$ cat config.mk
export PLATFORM = sky130hd
export DESIGN_NAME = timer_ctrl
export DESIGN_NICKNAME = d
export VERILOG_FILES = /design/src/rtl/timer_ctrl_pkg.sv /design/src/rtl/timer_ctrl_tick_gen.sv /design/src/rtl/timer_ctrl.sv
export SDC_FILE = /design/constraint.sdc
export NUM_CORES = 1
export LEC_CHECK = 0
export CORE_MARGIN = 5
export CORE_UTILIZATION = 45
export CTS_CLUSTER_SIZE = 14
export DETAILED_ROUTE_END_ITERATION = 6
export PLACE_DENSITY = 0.63
export SYNTH_ARGS = -nofsm -noshare
export SYNTH_HDL_FRONTEND = slang
export SYNTH_SLANG_ARGS = --single-unit
export TNS_END_PERCENT = 5
$ cat constraint.sdc
create_clock -name clk -period 3.3 [get_ports clk]
set_clock_uncertainty 0.05 [all_clocks]
set_input_delay 0.33 -clock clk [delete_from_list [all_inputs] [get_ports clk]]
set_output_delay 0.33 -clock clk [all_outputs]
set_load 0.01 [all_outputs]
$ cat src/rtl/timer_ctrl_pkg.sv
// timer_ctrl_pkg: shared types and constants for the mm:ss countdown timer.
//   BCDnumber_t    - one BCD digit (4'hF is reserved as the blank code)
//   timer_state_t  - run/pause/done state machine encoding
//   clamp_digit()  - saturates a loaded digit to its legal maximum
package timer_ctrl_pkg;

    typedef logic [3:0] BCDnumber_t;

    typedef enum logic [1:0] {IDLE, RUN, PAUSE, DONE} timer_state_t;

    localparam BCDnumber_t BCD_BLANK    = 4'hF;
    localparam BCDnumber_t SEC_TENS_MAX = 4'd5;
    localparam BCDnumber_t DIGIT_MAX    = 4'd9;

    function automatic BCDnumber_t clamp_digit(input BCDnumber_t d, input BCDnumber_t max);
        return (d > max) ? max : d;
    endfunction

endpackage

$ cat src/rtl/timer_ctrl_tick_gen.sv
// tick_gen: enabled modulo-DIV prescaler producing a one-cycle pulse.
//   clk   - system clock
//   rst   - synchronous active-high clear of the count
//   en    - count enable; the count holds while low
//   pulse - high for the enabled cycle in which the count wraps (DIV-1 -> 0)
module tick_gen
    import timer_ctrl_pkg::*;
#(
    parameter int unsigned DIV = 2
) (
    input  logic clk,
    input  logic rst,
    input  logic en,
    output logic pulse
);

    localparam logic [31:0] LAST = 32'(DIV - 1);

    logic [31:0] cnt_q;

    always_ff @(posedge clk) begin
        if (rst) begin
            cnt_q <= '0;
        end else if (en) begin
            cnt_q <= (cnt_q == LAST) ? '0 : cnt_q + 32'd1;
        end
    end

    // Combinational so the consumer acts on the same edge that wraps the count.
    assign pulse = en && (cnt_q == LAST);

endmodule

$ cat src/rtl/timer_ctrl.sv
// timer_ctrl: control block of the 4-digit mm:ss countdown timer.
// Owns the BCD count, the IDLE/RUN/PAUSE/DONE machine, the 1 s time base and
// the display scan tick.
//   clk, rst         - clock, synchronous active-high reset
//   start_stop       - pulse: IDLE->RUN (count != 0), RUN<->PAUSE
//   clear            - pulse: back to IDLE with count 00:00
//   load             - pulse: copy clamped preset into count (not in RUN)
//   preset           - load value, [0]=s units .. [3]=min tens
//   num              - current count to the digit selector
//   scan_tick        - one-cycle pulse every SCAN_DIV cycles
//   state, done      - current state, high while in DONE
// Optional: define TIMER_CTRL_BLINK_EN to blank num on alternate half-seconds
// while in PAUSE or DONE.
module timer_ctrl
    import timer_ctrl_pkg::*;
#(
    parameter int unsigned NRO_DIGITOS = 4,
    parameter int unsigned SEC_DIV     = 50_000_000,
    parameter int unsigned SCAN_DIV    = 50_000
) (
    input  logic                             clk,
    input  logic                             rst,
    input  logic                             start_stop,
    input  logic                             clear,
    input  logic                             load,
    input  BCDnumber_t [NRO_DIGITOS-1:0]     preset,
    output BCDnumber_t [NRO_DIGITOS-1:0]     num,
    output logic                             scan_tick,
    output timer_state_t                     state,
    output logic                             done
);

    if (NRO_DIGITOS != 4) begin : g_bad_digits
        $error("timer_ctrl: NRO_DIGITOS must be 4 (mm:ss)");
    end

    timer_state_t                 state_q, state_d;
    BCDnumber_t [NRO_DIGITOS-1:0] count_q, count_d;
    BCDnumber_t [NRO_DIGITOS-1:0] loaded, dec;
    logic                         sec_tick, sec_clr;

    tick_gen #(.DIV(SEC_DIV)) u_sec_tick (
        .clk   (clk),
        .rst   (rst | sec_clr),
        .en    (state_q == RUN),
        .pulse (sec_tick)
    );

    tick_gen #(.DIV(SCAN_DIV)) u_scan_tick (
        .clk   (clk),
        .rst   (rst),
        .en    (1'b1),
        .pulse (scan_tick)
    );

    // State and count register.
    always_ff @(posedge clk) begin
        if (rst) begin
            state_q <= IDLE;
            count_q <= '0;
        end else begin
            state_q <= state_d;
            count_q <= count_d;
        end
    end

    // Clamped preset and one-second BCD decrement with ripple borrow.
    always_comb begin
        for (int i = 0; i < NRO_DIGITOS; i++) begin
            loaded[i] = clamp_digit(preset[i], (i == 1) ? SEC_TENS_MAX : DIGIT_MAX);
        end
        dec = count_q;
        if (count_q[0] != '0) begin
            dec[0] = count_q[0] - 4'd1;
        end else begin
            dec[0] = DIGIT_MAX;
            if (count_q[1] != '0) begin
                dec[1] = count_q[1] - 4'd1;
            end else begin
                dec[1] = SEC_TENS_MAX;
                if (count_q[2] != '0) begin
                    dec[2] = count_q[2] - 4'd1;
                end else begin
                    dec[2] = DIGIT_MAX;
                    dec[3] = count_q[3] - 4'd1;
                end
            end
        end
    end

    // Next state; event priority clear > load > start_stop > sec tick.
    always_comb begin
        state_d = state_q;
        count_d = count_q;
        sec_clr = 1'b0;
        if (clear) begin
            state_d = IDLE;
            count_d = '0;
            sec_clr = 1'b1;
        end else if (load && (state_q != RUN)) begin
            state_d = IDLE;
            count_d = loaded;
        end else if (start_stop) begin
            unique case (state_q)
                IDLE: begin
                    if (count_q != '0) begin
                        state_d = RUN;
                        sec_clr = 1'b1;
                    end
                end
                RUN:     state_d = PAUSE;
                PAUSE:   state_d = RUN;
                default: state_d = state_q;
            endcase
        end else if (sec_tick && (count_q != '0)) begin
            count_d = dec;
            if (dec == '0) begin
                state_d = DONE;
            end
        end
    end

`ifdef TIMER_CTRL_BLINK_EN
    localparam logic [31:0] HALF_LAST = (SEC_DIV / 2 > 1) ? 32'(SEC_DIV / 2 - 1) : 32'd0;

    logic [31:0] blink_cnt_q;
    logic        blink_phase_q;

    // Restarts on every state change so each PAUSE/DONE entry shows digits first.
    always_ff @(posedge clk) begin
        if (rst || (state_d != state_q)) begin
            blink_cnt_q   <= '0;
            blink_phase_q <= 1'b0;
        end else if (blink_cnt_q == HALF_LAST) begin
            blink_cnt_q   <= '0;
            blink_phase_q <= ~blink_phase_q;
        end else begin
            blink_cnt_q   <= blink_cnt_q + 32'd1;
        end
    end
`endif

    // Outputs.
    always_comb begin
        num   = count_q;
        state = state_q;
        done  = (state_q == DONE);
`ifdef TIMER_CTRL_BLINK_EN
        if (((state_q == PAUSE) || (state_q == DONE)) && blink_phase_q) begin
            for (int i = 0; i < NRO_DIGITOS; i++) begin
                num[i] = BCD_BLANK;
            end
        end
`endif
    end

endmodule

==> results.md <==
- Outcome: finished clean
- Routed WL per cell: ~14 microns
- Max VDD drop: 0.000235 V
- Residual DRC: 0
- Height of the die: between 100 and 150 microns
- Cell count after synthesis: 489
- Power Density: 422 nW/um^2
- Final setup vio count: 0
- Final Hold Vio Count: 0
- Crit path capture: scan_tick
- Routability cong.: 0.804
- Worst r2r path cells: 6
- CTS Hold Buffers Added: 0
- Crit path capture type: output port
- RSZ-0062 raised after global routing: no
- Fillers: about 830
- CP Buf/Inv Count: 1
- Root Buffer: clkbuf_8
- Yosys warns: 0
- Area taken by flip-flops and latches: 1640 sq um
- Global route hottest layer: met2
- CTS sink count: 82
- Num ports: 41
- Commonest non-fill, non-tap cell in the layout: nor2_1
- LEAKAGE: 1.64 nW
- Grt total ovfl: 0
- Tcrit/Tclk final: about nine tenths
- Starting Density: 46.2%
- DR vias: 3445
- TritonRoute pass-1 iters: 4
- Worst R2R Start: num[2]$_SDFFE_PP0P_
- Total of max-cap violations: 0
- GR Util met1: between 20% and 30%
- Rows: 34
- TNS Setup: 0 ns
- Post-synth EDFFs: 0
- Synthesized area: 4030 sq um
- Worst slew pin tran: 0.699 ns
- Critical path type: register to output port
- Fin Hold WS: 0.417 ns
- Total power draw: 2.02 mW
- Critical path peak fanout: 5
- Post-synth top area share: between 40 and 50%
- CP delay by family, top: simple AND/OR/NAND/NOR gates
- First-pass GRT wire length: roughly 15 mm
- WP data required: between 2 and 3 ns
- # port buffers: 40
- Reg-to-Reg End: num[13]$_SDFFE_PP0P_
- Startpoint types: register
- Yosys reg bits: 82
- Period minus WS final: around 3.0 ns
- Ys async rst share: 0%
- Die Width: 105 microns
- Ant diodes: 0
- Reg2reg setup slack: 0.49 ns
- Synth Flop Type: dfxtp_1
- 1st-iter DRT viols: 121
- Clk slew on worst S/H paths: 0.09 ns
- Vias/cell: between 5 and 6
- Critical-path cell list: or4_1, or4_1, nor4_2, clkdlybuf4s50_1
- Multi-input logic area: ~2300 sq um
- Yosys cell types: 51
- Final slew viol count: 0
- Htree depth: 3
- Maximum number of pins on one net before global-route repair: 31
- Nets@finish: between 500 and 600
- Number of cells on the critical path: 4
- Area of the core: 8720 sq um
- Slew HR: between 50% and 60%
- Syn_nets: 514
- GR Util met2: a little over a quarter
- Worst setup path start: u_scan_tick.cnt_q[24]$_SDFF_PP0_
- Arrival time worst endpoint: 2.64 ns
- Max Buffers Root-to-Sink: 2
- Gr usage total: 16.8%
- Final wirelength: 8.80 mm
- Antenna violations before repair: 0
- Area grow syn2layout: 19.1%
- Post-synthesis sequential area ratio: slightly above 40%
- Vias in the first global route: ~3.3k
- Routed Antenna Nets: 0
- Min-delay worst type: register to register
- Slowest stage cell, crit path: clkdlybuf4s50_1
- Die footprint: 10900 sq um
- Leading area contributor after synthesis: dfxtp_1
- Top cells by area, synth: dfxtp_1 (41%), xor2_1 (8.7%), nor2_1 (8.4%)
- CP max stage delay: roughly 0.6 ns
- Clock tree from TritonCTS: done
- Num CTS Buffers: 9
- FMAX: 331 MHz
- Fraction of layout cells with a size suffix above 1: 6.52%
- Met3 GRT Util: 4.25%
- Syn_area_per_cell: 8.23 sq um
- Post-DP HPWL: 6.34 mm
- Worst path most repeated cell: or4_1
- Insertion delay to the later sink of the worst-skew pair: ~0.35 ns
- Most frequent cells in the layout: nor2_1 (90), dfxtp_1 (82), nand2_1 (44)
-- how the worst min path moves through the flow --
| stage | end | slack, ns | depth (start not counted) | start |
|---|---|---|---|---|
| floorplan | u_scan_tick.cnt_q[0]$_SDFF_PP0_ | 0.38 | 1 | u_scan_tick.cnt_q[0]$_SDFF_PP0_ |
| global placement | u_scan_tick.cnt_q[0]$_SDFF_PP0_ | 0.39 | 1 | u_scan_tick.cnt_q[0]$_SDFF_PP0_ |
| detailed placement | u_scan_tick.cnt_q[0]$_SDFF_PP0_ | 0.40 | 1 | u_scan_tick.cnt_q[0]$_SDFF_PP0_ |
| global route | num[7]$_SDFFE_PP0P_ | 0.46 | 2 | num[7]$_SDFFE_PP0P_ |
| CTS | u_scan_tick.cnt_q[0]$_SDFF_PP0_ | 0.42 | 1 | u_scan_tick.cnt_q[0]$_SDFF_PP0_ |
| finish | u_scan_tick.cnt_q[0]$_SDFF_PP0_ | 0.42 | 1 | u_scan_tick.cnt_q[0]$_SDFF_PP0_ |
-- cells in the mapped netlist (all sizes together) (7+ instances only) --
cell / n
inv: 9
nand3: 21
dfxtp: 82
nor3: 19
or2: 7
nor4: 9
xor2: 40
xnor2: 26
nand4: 21
a21oi: 13
nand2: 44
and4: 7
and3: 8
clkbuf: 12
nor2: 91
o21ai: 22
-- stage by stage --
stage               instances  worst slack, ns  util (%)  area [sq um]
detailed placement        629            0.509      52.2          4550
finish                    645            0.280      55.0          4790
global placement          629            0.542      52.2          4550
floorplan                 489            0.675         -          4030
CTS                       645            0.128      54.9          4790
global route              645            0.139      55.0          4790
-- flip-flops by register name (all words and copies together) (netlist names) --
| signal | cells |
|---|---|
| state | 2 |
| num | 16 |
| u_scan_tick.cnt_q | 32 |
| u_sec_tick.cnt_q | 32 |
-- metal layers --
layer  part of all wire [%]  vias to the layer above
li1                       -                     1785
met1                     48                     1596
met2                     46                       54
met3                    4.0                       10
met4                    1.6                        0
met5                      0                        -
-- power by group --
group | switching (mW) | total (mW) | internal (mW)
Combinational | 0.0874 | 0.162 | 0.0746
Clock | 0.375 | 0.847 | 0.472
Sequential | 0.0133 | 1.01 | 0.999
Total | 0.475 | 2.02 | 1.55
-- worst register-to-register path: cells and delay by family (launching register included) --
family,cells,cell delay [ns]
and+or+nand+nor,4,1.99
DFF,1,0.35
AOI/OAI and AO/OA,1,0.25
muxes,1,0.08
-- repair_timing --
action | in CTS | in global routing
buffers inserted | 0 | 0
setup endpoints to repair | 0 | 1
resized for setup | 0 | 1
-- kinds of logic after synthesis --
| family | synth area share [%] |
|---|---|
| buffers and inverters | 2.49 |
| AND/OR/NAND/NOR | 32.8 |
| AO/OA/AOI/OAI | 7.58 |
| flip-flops | 40.8 |
| multiplexers | 0.746 |
| XOR/XNOR | 14.4 |
| adder cells (fa/ha/maj) | 1.24 |
-- area by class of cell --
class / instances / share of cell area [%]
Sequential cell: 82 / 34.2
Tap cell: 108 / 2.82
Timing Repair Buffer: 47 / 9.45
Inverter: 9 / 0.705
Multi-Input combinational cell: 383 / 47.9
Clock inverter: 5 / 1.77
Clock buffer: 11 / 3.16
Note: power is estimated with default switching activity, not from simulation.
